File: src/rtl/ipbb_rst_seq.sv
// ipbb_rst_seq: staged reset-release sequencer.
// Holds every downstream reset domain in reset for a fixed period. It then
// releases the domains one at a time, in index order. Each stage waits for
// its ready acknowledgement, and a timeout bounds that wait. A soft-reset
// request replays the whole sequence. Sticky timeout flags survive a soft
// reset and are cleared only by syn_rst.
module ipbb_rst_seq #(
    parameter int NUM_STAGES     = 3,
    parameter int HOLD_CYCLES    = 16,
    parameter int TIMEOUT_CYCLES = 1024
) (
    input  logic                  clk,
    input  logic                  syn_rst,
    input  logic                  sw_rst_req,
    input  logic [NUM_STAGES-1:0] ready_in,
    output logic [NUM_STAGES-1:0] rst_out,
    output logic                  seq_done,
    output logic [NUM_STAGES-1:0] timeout_err,
    output logic                  busy
);

    localparam int IW   = (NUM_STAGES > 1) ? $clog2(NUM_STAGES) : 1;
    localparam int CMAX = (HOLD_CYCLES > TIMEOUT_CYCLES) ? HOLD_CYCLES : TIMEOUT_CYCLES;
    localparam int CW   = $clog2(CMAX + 1);

    localparam logic [1:0] ST_HOLD = 2'd0;
    localparam logic [1:0] ST_WAIT = 2'd1;
    localparam logic [1:0] ST_DONE = 2'd2;

    localparam logic [CW-1:0] HOLD_LAST = CW'(HOLD_CYCLES - 1);
    localparam logic [CW-1:0] TMO_LAST  = CW'(TIMEOUT_CYCLES - 1);
    localparam logic [IW-1:0] IDX_LAST  = IW'(NUM_STAGES - 1);

    logic [1:0]            state_q, state_d;
    logic [CW-1:0]         cnt_q, cnt_d;
    logic [IW-1:0]         idx_q, idx_d;
    logic [NUM_STAGES-1:0] rst_out_q, rst_out_d;
    logic                  seq_done_q, seq_done_d;
    logic [NUM_STAGES-1:0] timeout_err_q, timeout_err_d;
    logic                  busy_q, busy_d;

    // sel_oh marks the stage currently awaiting its ack.
    // next_oh marks the stage that is released when that ack arrives.
    logic [NUM_STAGES-1:0] sel_oh;
    logic [NUM_STAGES-1:0] next_oh;
    logic                  ready_sel;
    logic                  ack;

    for (genvar gi = 0; gi < NUM_STAGES; gi++) begin : g_stage
        assign sel_oh[gi] = (idx_q == IW'(gi));
        if (gi == 0) begin : g_first
            assign next_oh[gi] = 1'b0;
        end else begin : g_rest
            assign next_oh[gi] = sel_oh[gi-1];
        end
    end

    // Only the active stage's ready bit matters; all other bits are ignored.
    assign ready_sel = |(ready_in & sel_oh);

    // Next-state logic: hold count, per-stage wait/timeout, and soft-reset override.
    always_comb begin
        state_d       = state_q;
        cnt_d         = cnt_q;
        idx_d         = idx_q;
        rst_out_d     = rst_out_q;
        seq_done_d    = seq_done_q;
        timeout_err_d = timeout_err_q;
        busy_d        = busy_q;
        ack           = 1'b0;

        case (state_q)
            ST_HOLD: begin
                if (cnt_q == HOLD_LAST) begin
                    rst_out_d[0] = 1'b0;
                    cnt_d        = '0;
                    idx_d        = '0;
                    state_d      = ST_WAIT;
                end else begin
                    cnt_d = cnt_q + 1'b1;
                end
            end
            ST_WAIT: begin
                if (ready_sel) begin
                    ack = 1'b1;
                end else if (cnt_q == TMO_LAST) begin
                    // A timeout is flagged, then handled exactly like an ack.
                    ack           = 1'b1;
                    timeout_err_d = timeout_err_q | sel_oh;
                end else begin
                    cnt_d = cnt_q + 1'b1;
                end
                if (ack) begin
                    cnt_d = '0;
                    if (idx_q == IDX_LAST) begin
                        state_d    = ST_DONE;
                        seq_done_d = 1'b1;
                        busy_d     = 1'b0;
                    end else begin
                        idx_d     = idx_q + 1'b1;
                        rst_out_d = rst_out_q & ~next_oh;
                    end
                end
            end
            ST_DONE: begin
                rst_out_d = '0;
            end
            default: begin
                // Unreachable encoding: restart the sequence from the top.
                state_d    = ST_HOLD;
                cnt_d      = '0;
                idx_d      = '0;
                rst_out_d  = '1;
                seq_done_d = 1'b0;
                busy_d     = 1'b1;
            end
        endcase

        // A soft reset wins over any same-cycle ack or timeout.
        // It keeps the timeout history.
        if (sw_rst_req) begin
            state_d       = ST_HOLD;
            cnt_d         = '0;
            idx_d         = '0;
            rst_out_d     = '1;
            seq_done_d    = 1'b0;
            busy_d        = 1'b1;
            timeout_err_d = timeout_err_q;
        end
    end

    // State registers with synchronous reset to the all-held condition.
    always_ff @(posedge clk) begin
        if (syn_rst) begin
            state_q       <= ST_HOLD;
            cnt_q         <= '0;
            idx_q         <= '0;
            rst_out_q     <= '1;
            seq_done_q    <= 1'b0;
            timeout_err_q <= '0;
            busy_q        <= 1'b1;
        end else begin
            state_q       <= state_d;
            cnt_q         <= cnt_d;
            idx_q         <= idx_d;
            rst_out_q     <= rst_out_d;
            seq_done_q    <= seq_done_d;
            timeout_err_q <= timeout_err_d;
            busy_q        <= busy_d;
        end
    end

    assign rst_out     = rst_out_q;
    assign seq_done    = seq_done_q;
    assign timeout_err = timeout_err_q;
    assign busy        = busy_q;

endmodule

File: config.mk
export PLATFORM = sky130hd
export DESIGN_NAME = ipbb_rst_seq
export DESIGN_NICKNAME = d
export VERILOG_FILES = /design/src/rtl/ipbb_rst_seq.sv
export SDC_FILE = /design/constraint.sdc
export NUM_CORES = 1
export LEC_CHECK = 0
export CORE_UTILIZATION = 58
export DETAILED_ROUTE_END_ITERATION = 8
export PLACE_DENSITY = 0.92
export SLEW_MARGIN = 20
export SYNTH_ARGS = -nofsm -noshare
export SYNTH_HDL_FRONTEND = slang
export SYNTH_SLANG_ARGS = --single-unit
File: constraint.sdc
create_clock -name clk -period 3.8 [get_ports clk]
set_input_delay 1.14 -clock clk [delete_from_list [all_inputs] [get_ports clk]]
set_output_delay 1.14 -clock clk [all_outputs]
set_load 0.03 [all_outputs]
==> impl_metrics.csv, run 1 <==
group,metric,value,unit
status,status,"finished, final reports clean",
sta,final-max-slew-violation-count,0,
clocking,clock-sinks,23,
floorplan,fp.dieArea,2170,um^2
clocking,clk_pin_slew_worst_paths,0.11,ns
cells_and_area,postLayoutCoreUtil,73.0,%
setup_path,rr_endpoint,"idx_q[1]$_SDFFE_PP0P_",
setup_path,cp_cell_sequence,"clkdlybuf4s50_1 > a22oi_1 > nand3_1 > o31a_1 > nor3_1 > a211o_1",
setup_path,arrival,2.83,ns
yosys,netlist_instances,137,
worst_hold_path,worstHoldStart,"timeout_err[0]$_SDFFE_PP0P_",
power_and_ir_drop,p_leak,0.457,nW
detailed_routing,drtIter0Drc,27,
detailed_routing,wl_per_cell,14.7,um
floorplan,chipHeight,46.6,um
sta,relSlewSlack,62.9,%
detailed_routing,num_vias,1084,
power_and_ir_drop,ir_drop,0.214,mV
yosys,synthTopCellsByArea,"dfxtp_1 (40%), nand2_1 (5.2%), o21ai_0 (4.8%)",
setup_path,critPathMaxStageDelay,0.46,ns
floorplan,rows,15,
global_route,grt_pass1_vias,921,
setup_path,endpoint_kind,"flop",
sta,max_freq,390,MHz
clocking,cts_buffer_depth,2,
detailed_routing,wirelength,2.58,mm
placed_design,dp_hpwl,1.89,mm
global_route,grt_util_all_layers,27.5,%
cells_and_area,drive_gt1_share,7.33,%
sta,setup_viol,0,
cells_and_area,area_growth,13.9,%
detailed_routing,ant_nets,0,
sta,clock_skew,0.0105,ns
yosys,synthFlopType,"dfxtp_1",
sta,setup_slack,1.24,ns
setup_path,timing.critical_path.from,"ready_in[1]",
setup_path,critPathMaxFanout,11,
global_route,grt_max_degree,15,
yosys,yosysTopAreaCellShare,39.9,%
yosys,synth_area,1150,um^2
floorplan,io_pins,14,
setup_path,r2r_start,"cnt_q[0]$_SDFFE_PP0P_",
yosys,synth-async-reset-ratio,0,%
global_route,gr-total-overflow,0,
run,max_cap_viol_count,0,
yosys,synth_top_area_cell,"dfxtp_1",
setup_path,r2r_cells,6,
yosys,yosysWarnings,0,
floorplan,die_w,46.6,um
setup_path,crit_buf_inv,1,
yosys,synth-seq-cells,23,
clocking,cts_hold_buf,0,
sta,timing.hold.ws,0.482,ns
clocking,cts_resized,0,
sta,fin_tns_setup,0,ns
clocking,cts_tree,"done",
global_route,antenna_found_initial,0,
sta,final.period_utilization,67.5,%
detailed_routing,drc,0,
placed_design,io_buffers,13,
yosys,yosysSeqAreaShare,39.9,%
setup_path,cp_slowest_cell,"o31a_1",
clocking,h-tree-depth,1,
power_and_ir_drop,power.density,283,nW/um^2
setup_path,cpLargestDelayFamily,"compound AO/OA/AOI/OAI gates",
sta,rsz0062_at_grt,"false",
clocking,cts_setup_buffers,0,
worst_hold_path,hold_end,"timeout_err[0]$_SDFFE_PP0P_",
placed_design,gp_congestion,0.869,
clocking,root_buffer,"clkbuf_4",
clocking,numCtsBuffers,3,
worst_hold_path,hold_path_depth,2,
yosys,syn_area_per_cell,8.43,um^2
sta,hold_viol_final,0,
setup_path,r2r_setup_slack,1.67,ns
yosys,syn-num-nets,147,
yosys,synth_edf_count,0,
cells_and_area,fin_nets,161,
floorplan,core_region_area,1800,um^2
worst_hold_path,hold_path.class,"flop to flop",
yosys,synthDistinctLibCells,43,
clocking,clk_latency,0.32,ns
sta,period_minus_slack,2.56,ns
global_route,grt_pass1_wl,4.08,mm
cells_and_area,antenna_cells,0,
detailed_routing,vias_per_cell,6.19,
sta,worst-slew-pin-transition,0.555,ns
placed_design,place_ws,0.880,ns
setup_path,worstSetupPathType,"input pin to flop",
setup_path,cp-start-kind,"input pin",
floorplan,start_util,64.1,%
detailed_routing,firstDrtPassIters,4,
setup_path,cp.required,4.06,ns
where the power goes:
part | switching [mW] | internal (mW) | leakage (nW)
Clock | 0.0715 | 0.0411 | 0.0150
Combinational | 0.00863 | 0.00748 | 0.257
Sequential | 0.00113 | 0.242 | 0.186
Total | 0.0813 | 0.291 | 0.457
cells in the final DEF, fill, tap and decap left out, types with 3 or more instances in the layout:
master / Yosys / routed
nor2_1: 11 / 11
a21oi_1: 8 / 8
ha_1: 4 / 4
inv_1: 6 / 6
clkbuf_4: 0 / 3
o21ai_0: 11 / 11
dfxtp_1: 23 / 23
nand3_1: 5 / 5
o21a_1: 3 / 3
clkdlybuf4s50_1: 0 / 13
nand2_1: 16 / 16
xor2_1: 3 / 3
nor3_1: 5 / 5
sequential cells by signal, summed over array words and instances, names as in the netlist:
signal and cells:
cnt_q 11, rst_out 3, timeout_err 3, idx_q 2
state_q 2, busy 1, seq_done 1
per-stage QoR:
step,total power [mW],cell area [um^2],std cells
after floorplan,0.257,1150,137
after global placement,0.264,1290,171
after detailed placement,0.265,1290,171
after CTS,0.374,1320,175
after global routing,0.384,1320,175
final,0.372,1320,175
synth_stat cells (2+ instances only):
library cell	count
nor2_1	11
ha_1	4
nand2_1	16
a21oi_1	8
a32o_1	2
dfxtp_1	23
nand2b_1	2
o31ai_1	2
nand4_1	2
inv_1	6
o21a_1	3
or3_1	2
xor2_1	3
o21ai_0	11
o31a_1	2
o22ai_1	2
nor3_1	5
and3_1	2
or2_2	2
nand3_1	5
a31o_2	2
worst min-delay path: cells and delay by family, from the launching register on:
kind	cells	cell delay, ns
and+or+nand+nor	1	0.07
DFF	1	0.34
AOI/OAI and AO/OA	1	0.04
cells by family (layout without fill, tap and decap cells):
kind of cell    Yosys count  in the layout  synth area share [%]
simple gates             56             56                  25.0
flops                    23             23                  39.9
mux                       1              1                 0.975
xor+xnor                  4              4                  3.03
fa+ha+maj                 4              4                  4.33
compound gates           39             39                  22.4
buf+inv                  10             23                  4.33
how the worst max path moves through the flow:
stage                                       end  slack (ns)  cells after the start
after global placement    cnt_q[9]$_SDFFE_PP0P_        1.05                      6
after CTS                 cnt_q[9]$_SDFFE_PP0P_        1.21                      6
after floorplan           cnt_q[2]$_SDFFE_PP0P_        1.56                      5
after detailed placement  cnt_q[9]$_SDFFE_PP0P_        0.88                      6
final                     cnt_q[9]$_SDFFE_PP0P_        1.24                      6
after global routing      cnt_q[9]$_SDFFE_PP0P_        1.10                      6
final cells by class:
class | count | area (um^2)
fill | 141 | 487
sequential | 23 | 460
tap | 25 | 31.3
clock buffer | 4 | 26.3
timing repair buffer | 13 | 130
multi-input combinational | 104 | 644
inverter | 6 | 22.5
layer usage:
metal	vias up	global-route usage [%]	part of all wire [%]
li1	529	-	-
met1	494	33.2	43
met2	50	44.7	48
met3	11	5.10	6.2
met4	0	16.6	3.4
met5	-	0	0
(Power assumes the default switching activity.)
==> run 2: changes to the inputs <==
Settings changed: CORE_UTILIZATION 58 to 48, PLACE_DENSITY 0.92 to 0.82.
Clock period 3.8 ns to 2.1 ns, I/O delays scaled along.
==> run 2 against run 1 <==
Compared with the run above: global-route usage shrank 6.4 points; power grew 84%; non-clock buffer count grew 13; via count shrank 0.46%; utilization shrank 8.7 points; wire length shrank 1.0%; first-iteration DRC count shrank 19%; final area grew 9.1%; critical path type is now flop to flop; largest cell class unchanged.
==> impl_metrics.csv, run 2 (synthesis gave the netlist of run 1 again) <==
group,metric,value,unit
global_route,grt_max_degree,14,
power_and_ir_drop,p_int,529,uW
global_route,antenna_found_initial,0,
cells_and_area,largest_reg_flops,11,
setup_path,endpoint_kind,"flop",
clocking,clk_latency,0.31,ns
setup_path,arrival,2.26,ns
cells_and_area,regMostFlops,"cnt_q",
setup_path,r2r_cells,6,
clocking,cts_hold_buf,0,
setup_path,worstSetupPathType,"flop to flop",
detailed_routing,vias_per_cell,5.65,
global_route,grt_util_all_layers,21.1,%
setup_path,cp_cell_sequence,"ha_2 > nand4b_1 > or3_4 > a21oi_2 > o22ai_1 > a32o_1",
clocking,clock-sinks,23,
status,status,"finished, final reports clean",
setup_path,cp.required,2.32,ns
cells_and_area,layout_common_cells,"dfxtp_1 (23), nand2_1 (16), clkdlybuf4s50_1 (13), buf_4 (13)",
detailed_routing,ant_nets,0,
setup_path,critPathMaxFanout,5,
floorplan,chipHeight,51.1,um
setup_path,worstSetupPathDepth,6,
placed_design,dpl_cell_area,1380,um^2
setup_path,r2r_setup_slack,0.06,ns
sta,clock_skew,0.000754,ns
cells_and_area,fill_cells,196,
global_route,grt_pass1_wl,4.17,mm
placed_design,gp_congestion,0.868,
power_and_ir_drop,switching_share,22.6,%
setup_path,cpLargestDelayFamily,"simple AND/OR/NAND/NOR gates",
global_route,gr-total-overflow,0,
sta,final-max-slew-violation-count,0,
detailed_routing,wirelength,2.55,mm
global_route,grt_use_met2,36.0,%
clocking,cts_tree,"done",
global_route,top_usage_layer,"met2",
floorplan,rows,17,
setup_path,cp_slowest_cell,"dfxtp_1",
power_and_ir_drop,seqPwrFrac,64.5,%
clocking,clk_pin_slew_worst_paths,0.13,ns
sta,period_minus_slack,2.04,ns
sta,setup_viol,0,
sta,worst-slew-pin-transition,0.308,ns
sta,hold_viol_final,0,
power_and_ir_drop,p_leak,0.524,nW
power_and_ir_drop,pwr-share-comb,5.3,%
detailed_routing,drc,0,
setup_path,timing.critical_path.from,"cnt_q[0]$_SDFFE_PP0P_",
sta,fin_tns_setup,0,ns
placed_design,dp_hpwl,1.89,mm
run,max_cap_viol_count,0,
cells_and_area,fin_nets,174,
power_and_ir_drop,p_sw,154,uW
cells_and_area,postLayoutCoreUtil,64.3,%
power_and_ir_drop,power.density,476,nW/um^2
setup_path,cp-start-kind,"flop",
global_route,use_met1,25.0,%
cells_and_area,antenna_cells,0,
setup_path,crit_end,"idx_q[0]$_SDFFE_PP0P_",
setup_path,r2r_start,"cnt_q[0]$_SDFFE_PP0P_",
global_route,grtUsageMet3,4.46,%
floorplan,start_util,51.7,%
detailed_routing,firstDrtPassIters,4,
setup_path,crit_buf_inv,0,
cells_and_area,postLayoutCellArea,1440,um^2
detailed_routing,wl_per_cell,13.4,um
floorplan,die_w,51.1,um
floorplan,io_pins,14,
cells_and_area,layout.area.seq,460,um^2
global_route,grt_pass1_vias,1018,
placed_design,io_buffers,13,
cells_and_area,fin_cells,191,
clocking,cts_buffer_depth,2,
sta,max_freq,490,MHz
power_and_ir_drop,p_total,683,uW
cells_and_area,final_common_cell,"dfxtp_1",
sta,final.period_utilization,97.1,%
cells_and_area,area_growth,24.3,%
floorplan,fp.dieArea,2610,um^2
placed_design,place_inst,186,
power_and_ir_drop,ir_drop,0.409,mV
setup_path,rr_endpoint,"idx_q[0]$_SDFFE_PP0P_",
power_and_ir_drop,power.share.clock,30.2,%
worst_hold_path,hold_path.class,"flop to flop",
sta,relSlewSlack,79.3,%
setup_path,critPathMaxStageDelay,0.42,ns
cells_and_area,multi_input_area,662,um^2
clocking,root_buffer,"clkbuf_4",
floorplan,core_region_area,2230,um^2
clocking,numCtsBuffers,3,
detailed_routing,num_vias,1079,
detailed_routing,drtIter0Drc,22,
cells_and_area,drive_gt1_share,18.4,%
clocking,h-tree-depth,1,
## run 2: cell count changes in the layout (fill, tap and decap cells not counted), sizes merged
cell / previous run / this run
buf: 0 / 13
clkinv: 0 / 1
clkbuf: 4 / 3
## run 2: area by class of cell
cell class	instances	share of cell area (%)
clock buffers	3	1.57
inverters	6	1.57
multi-input cells	104	46.1
well taps	28	2.44
clock inverters	1	0.349
flip-flops and latches	23	32.1
repair buffers	26	15.9
## run 2: metal layers
| metal | share of wire (%) | routed length (um) |
|---|---|---|
| met1 | 46 | 1180 |
| met2 | 48 | 1230 |
| met3 | 3.9 | 100 |
| met4 | 1.5 | 38 |
| met5 | 0 | 0 |
## run 2: metrics by stage
stage / setup WS, ns / hold slack [ns]
after floorplan: 0.303 / 0.438
after global placement: -0.0916 / 0.448
after detailed placement: -0.184 / 0.456
after CTS: 0.0615 / 0.484
after global routing: -0.0127 / 0.510
final: 0.0611 / 0.479
## run 2: what timing repair did
action	CTS	global route
setup endpoints to repair	1	5
buffers inserted	0	1
hold endpoints to repair	0	0
gates resized for setup	1	4
## run 2: power by group through the flow
| stage | combinational (mW) | sequential, mW | clock [mW] |
|---|---|---|---|
| final | 0.0364 | 0.440 | 0.206 |
| after global routing | 0.0394 | 0.441 | 0.233 |
| after CTS | 0.0348 | 0.440 | 0.214 |
| after detailed placement | 0.0343 | 0.450 | 0 |
| after global placement | 0.0328 | 0.450 | 0 |
| after floorplan | 0.0149 | 0.449 | 0 |
## run 2: worst min path at each step
stage	from	end	slack [ns]	cells after the start
after floorplan	cnt_q[10]$_SDFFE_PP0P_	cnt_q[10]$_SDFFE_PP0P_	0.44	2
after global placement	seq_done$_SDFFE_PP0P_	seq_done$_SDFFE_PP0P_	0.45	1
after detailed placement	timeout_err[2]$_SDFFE_PP0P_	timeout_err[2]$_SDFFE_PP0P_	0.46	2
after CTS	cnt_q[10]$_SDFFE_PP0P_	cnt_q[10]$_SDFFE_PP0P_	0.48	2
after global routing	cnt_q[10]$_SDFFE_PP0P_	cnt_q[10]$_SDFFE_PP0P_	0.51	2
final	busy$_SDFFE_PP1P_	busy$_SDFFE_PP1P_	0.48	2
## run 2: worst min-delay path, stage by stage, from the launching register on
cell	delay, ns
dfxtp_1	0.33
inv_1	0.04
o21ai_0	0.07
==> run 3: changes to the inputs <==
Settings changed: CORE_UTILIZATION 48 to 58, PLACE_DENSITY 0.82 to 0.92.
Clock period 2.1 ns to 2.5 ns, I/O delays scaled along.
==> run 3 against run 2 <==
Compared with the run above: wire length increased by 3.1%; power shrank 17%; setup slack better by 0.26 ns; clock skew about the same; hold slack improved by 0.012 ns; global-route usage up 5.5 points; critical path depth unchanged; sequential share of layout area increased by 2.1 points; critical path type unchanged.
==> impl_metrics.csv, run 3 (synthesis gave the netlist of run 1 again) <==
group,metric,value,unit
placed_design,dp_hpwl,1.86,mm
sta,setup_viol,0,
global_route,gr-total-overflow,0,
floorplan,start_util,64.1,%
sta,period_minus_slack,2.18,ns
global_route,grt_pass1_wl,4.19,mm
floorplan,rows,15,
global_route,grt_util_all_layers,26.7,%
placed_design,dpl_cell_area,1320,um^2
floorplan,die_w,46.6,um
power_and_ir_drop,ir_drop,0.357,mV
sta,setup_slack,0.325,ns
floorplan,fp.dieArea,2170,um^2
placed_design,gp_congestion,0.849,
sta,max_freq,460,MHz
sta,final.period_utilization,87.0,%
setup_path,arrival,2.39,ns
cells_and_area,final_common_cell,"dfxtp_1",
cells_and_area,largest_reg_flops,11,
power_and_ir_drop,p_leak,0.478,nW
setup_path,critPathMaxFanout,5,
setup_path,endpoint_kind,"flop",
setup_path,cp_slowest_cell,"or3_1",
status,status,"finished, final reports clean",
cells_and_area,fin_nets,165,
detailed_routing,drtIter0Drc,48,
global_route,grt_pass1_vias,996,
cells_and_area,postLayoutCoreUtil,74.7,%
sta,rsz0062_at_grt,"false",
detailed_routing,drc,0,
detailed_routing,wirelength,2.63,mm
clocking,cts_buffer_depth,2,
placed_design,io_buffers,13,
floorplan,core_region_area,1800,um^2
clocking,root_buffer,"clkbuf_4",
floorplan,chipHeight,46.6,um
placed_design,place_ws,0.0174,ns
setup_path,worstSetupPathType,"flop to flop",
cells_and_area,layout_common_cells,"dfxtp_1 (23), nand2_1 (16), clkdlybuf4s50_1 (13)",
setup_path,cp.required,2.71,ns
detailed_routing,ant_nets,0,
clocking,numCtsBuffers,3,
sta,worst-slew-pin-transition,0.466,ns
sta,fin_tns_setup,0,ns
clocking,cts_hold_buf,0,
setup_path,cp_cell_sequence,"ha_1 > nand4b_1 > or3_1 > a21oi_1 > o22ai_1 > a32o_1",
clocking,clock-sinks,23,
sta,final-max-slew-violation-count,0,
clocking,clk_latency,0.30,ns
setup_path,crit_buf_inv,0,
setup_path,cp-start-kind,"flop",
cells_and_area,drive_gt1_share,9.74,%
global_route,antenna_found_initial,0,
worst_hold_path,hold_path.class,"flop to flop",
cells_and_area,antenna_cells,0,
sta,hold_viol_final,0,
cells_and_area,regMostFlops,"cnt_q",
clocking,cts_resized,0,
setup_path,cpLargestDelayFamily,"compound AO/OA/AOI/OAI gates",
clocking,cts_tree,"done",
cells_and_area,fill_cells,138,
run,max_cap_viol_count,0,
sta,clock_skew,0.000886,ns
detailed_routing,firstDrtPassIters,4,
power_and_ir_drop,p_total,565,uW
floorplan,io_pins,14,
detailed_routing,vias_per_cell,6.18,
power_and_ir_drop,power.density,420,nW/um^2
cells_and_area,area_growth,16.5,%
global_route,grt_max_degree,15,
clocking,h-tree-depth,1,
clocking,cts_setup_buffers,0,
setup_path,critPathMaxStageDelay,0.43,ns
detailed_routing,wl_per_cell,14.7,um
clocking,clk_pin_slew_worst_paths,0.12,ns
sta,relSlewSlack,68.9,%
cells_and_area,postLayoutCellArea,1350,um^2
detailed_routing,num_vias,1107,
==> run 3: cell count changes in the layout (fill, tap and decap cells not counted), sizes merged <==
cell	change
clkbuf	+1
buf	-9
clkinv	-1
==> run 3: final timing paths <==
check	startpoint	endpoint	slack, ns	cells after the start
max	cnt_q[0]$_SDFFE_PP0P_	idx_q[1]$_SDFFE_PP0P_	0.32	6
min	timeout_err[1]$_SDFFE_PP0P_	timeout_err[1]$_SDFFE_PP0P_	0.49	2
min reg2reg	timeout_err[1]$_SDFFE_PP0P_	timeout_err[1]$_SDFFE_PP0P_	0.49	2
max reg2reg	cnt_q[0]$_SDFFE_PP0P_	idx_q[1]$_SDFFE_PP0P_	0.32	6
==> run 3: worst min-delay path: cells and delay by family (launching register included) <==
kind               cells  cell delay (ns)
and+or+nand+nor        1             0.08
AOI/OAI and AO/OA      1             0.04
DFF                    1             0.35
==> run 3: report_power, final <==
group          switching [mW]  leakage, nW  internal [mW]
sequential            0.00169        0.186          0.368
combinational          0.0128        0.277         0.0134
clock                   0.107       0.0150         0.0622
total                   0.122        0.478          0.444
==> run 3: area by class of cell <==
class,instances,area [um^2],share of cell area [%]
repair buffers,17,160,11.9
multi-input cells,104,644,47.9
flip-flops and latches,23,460,34.2
inverters,6,22.5,1.67
clock buffers,4,26.3,1.95
well taps,25,31.3,2.33
==> run 3: metrics by stage <==
step,hold WS (ns),cells
floorplan,0.438,137
global placement,0.448,175
detailed placement,0.464,175
global route,0.517,179
finish,0.491,179
CTS,0.488,179
==> run 3: per-layer routing <==
metal	part of all wire, %	global-route usage (%)
met4	2.0	13.7
met2	50	45.6
met5	0	0
met1	43	32.6
met3	5.2	2.75
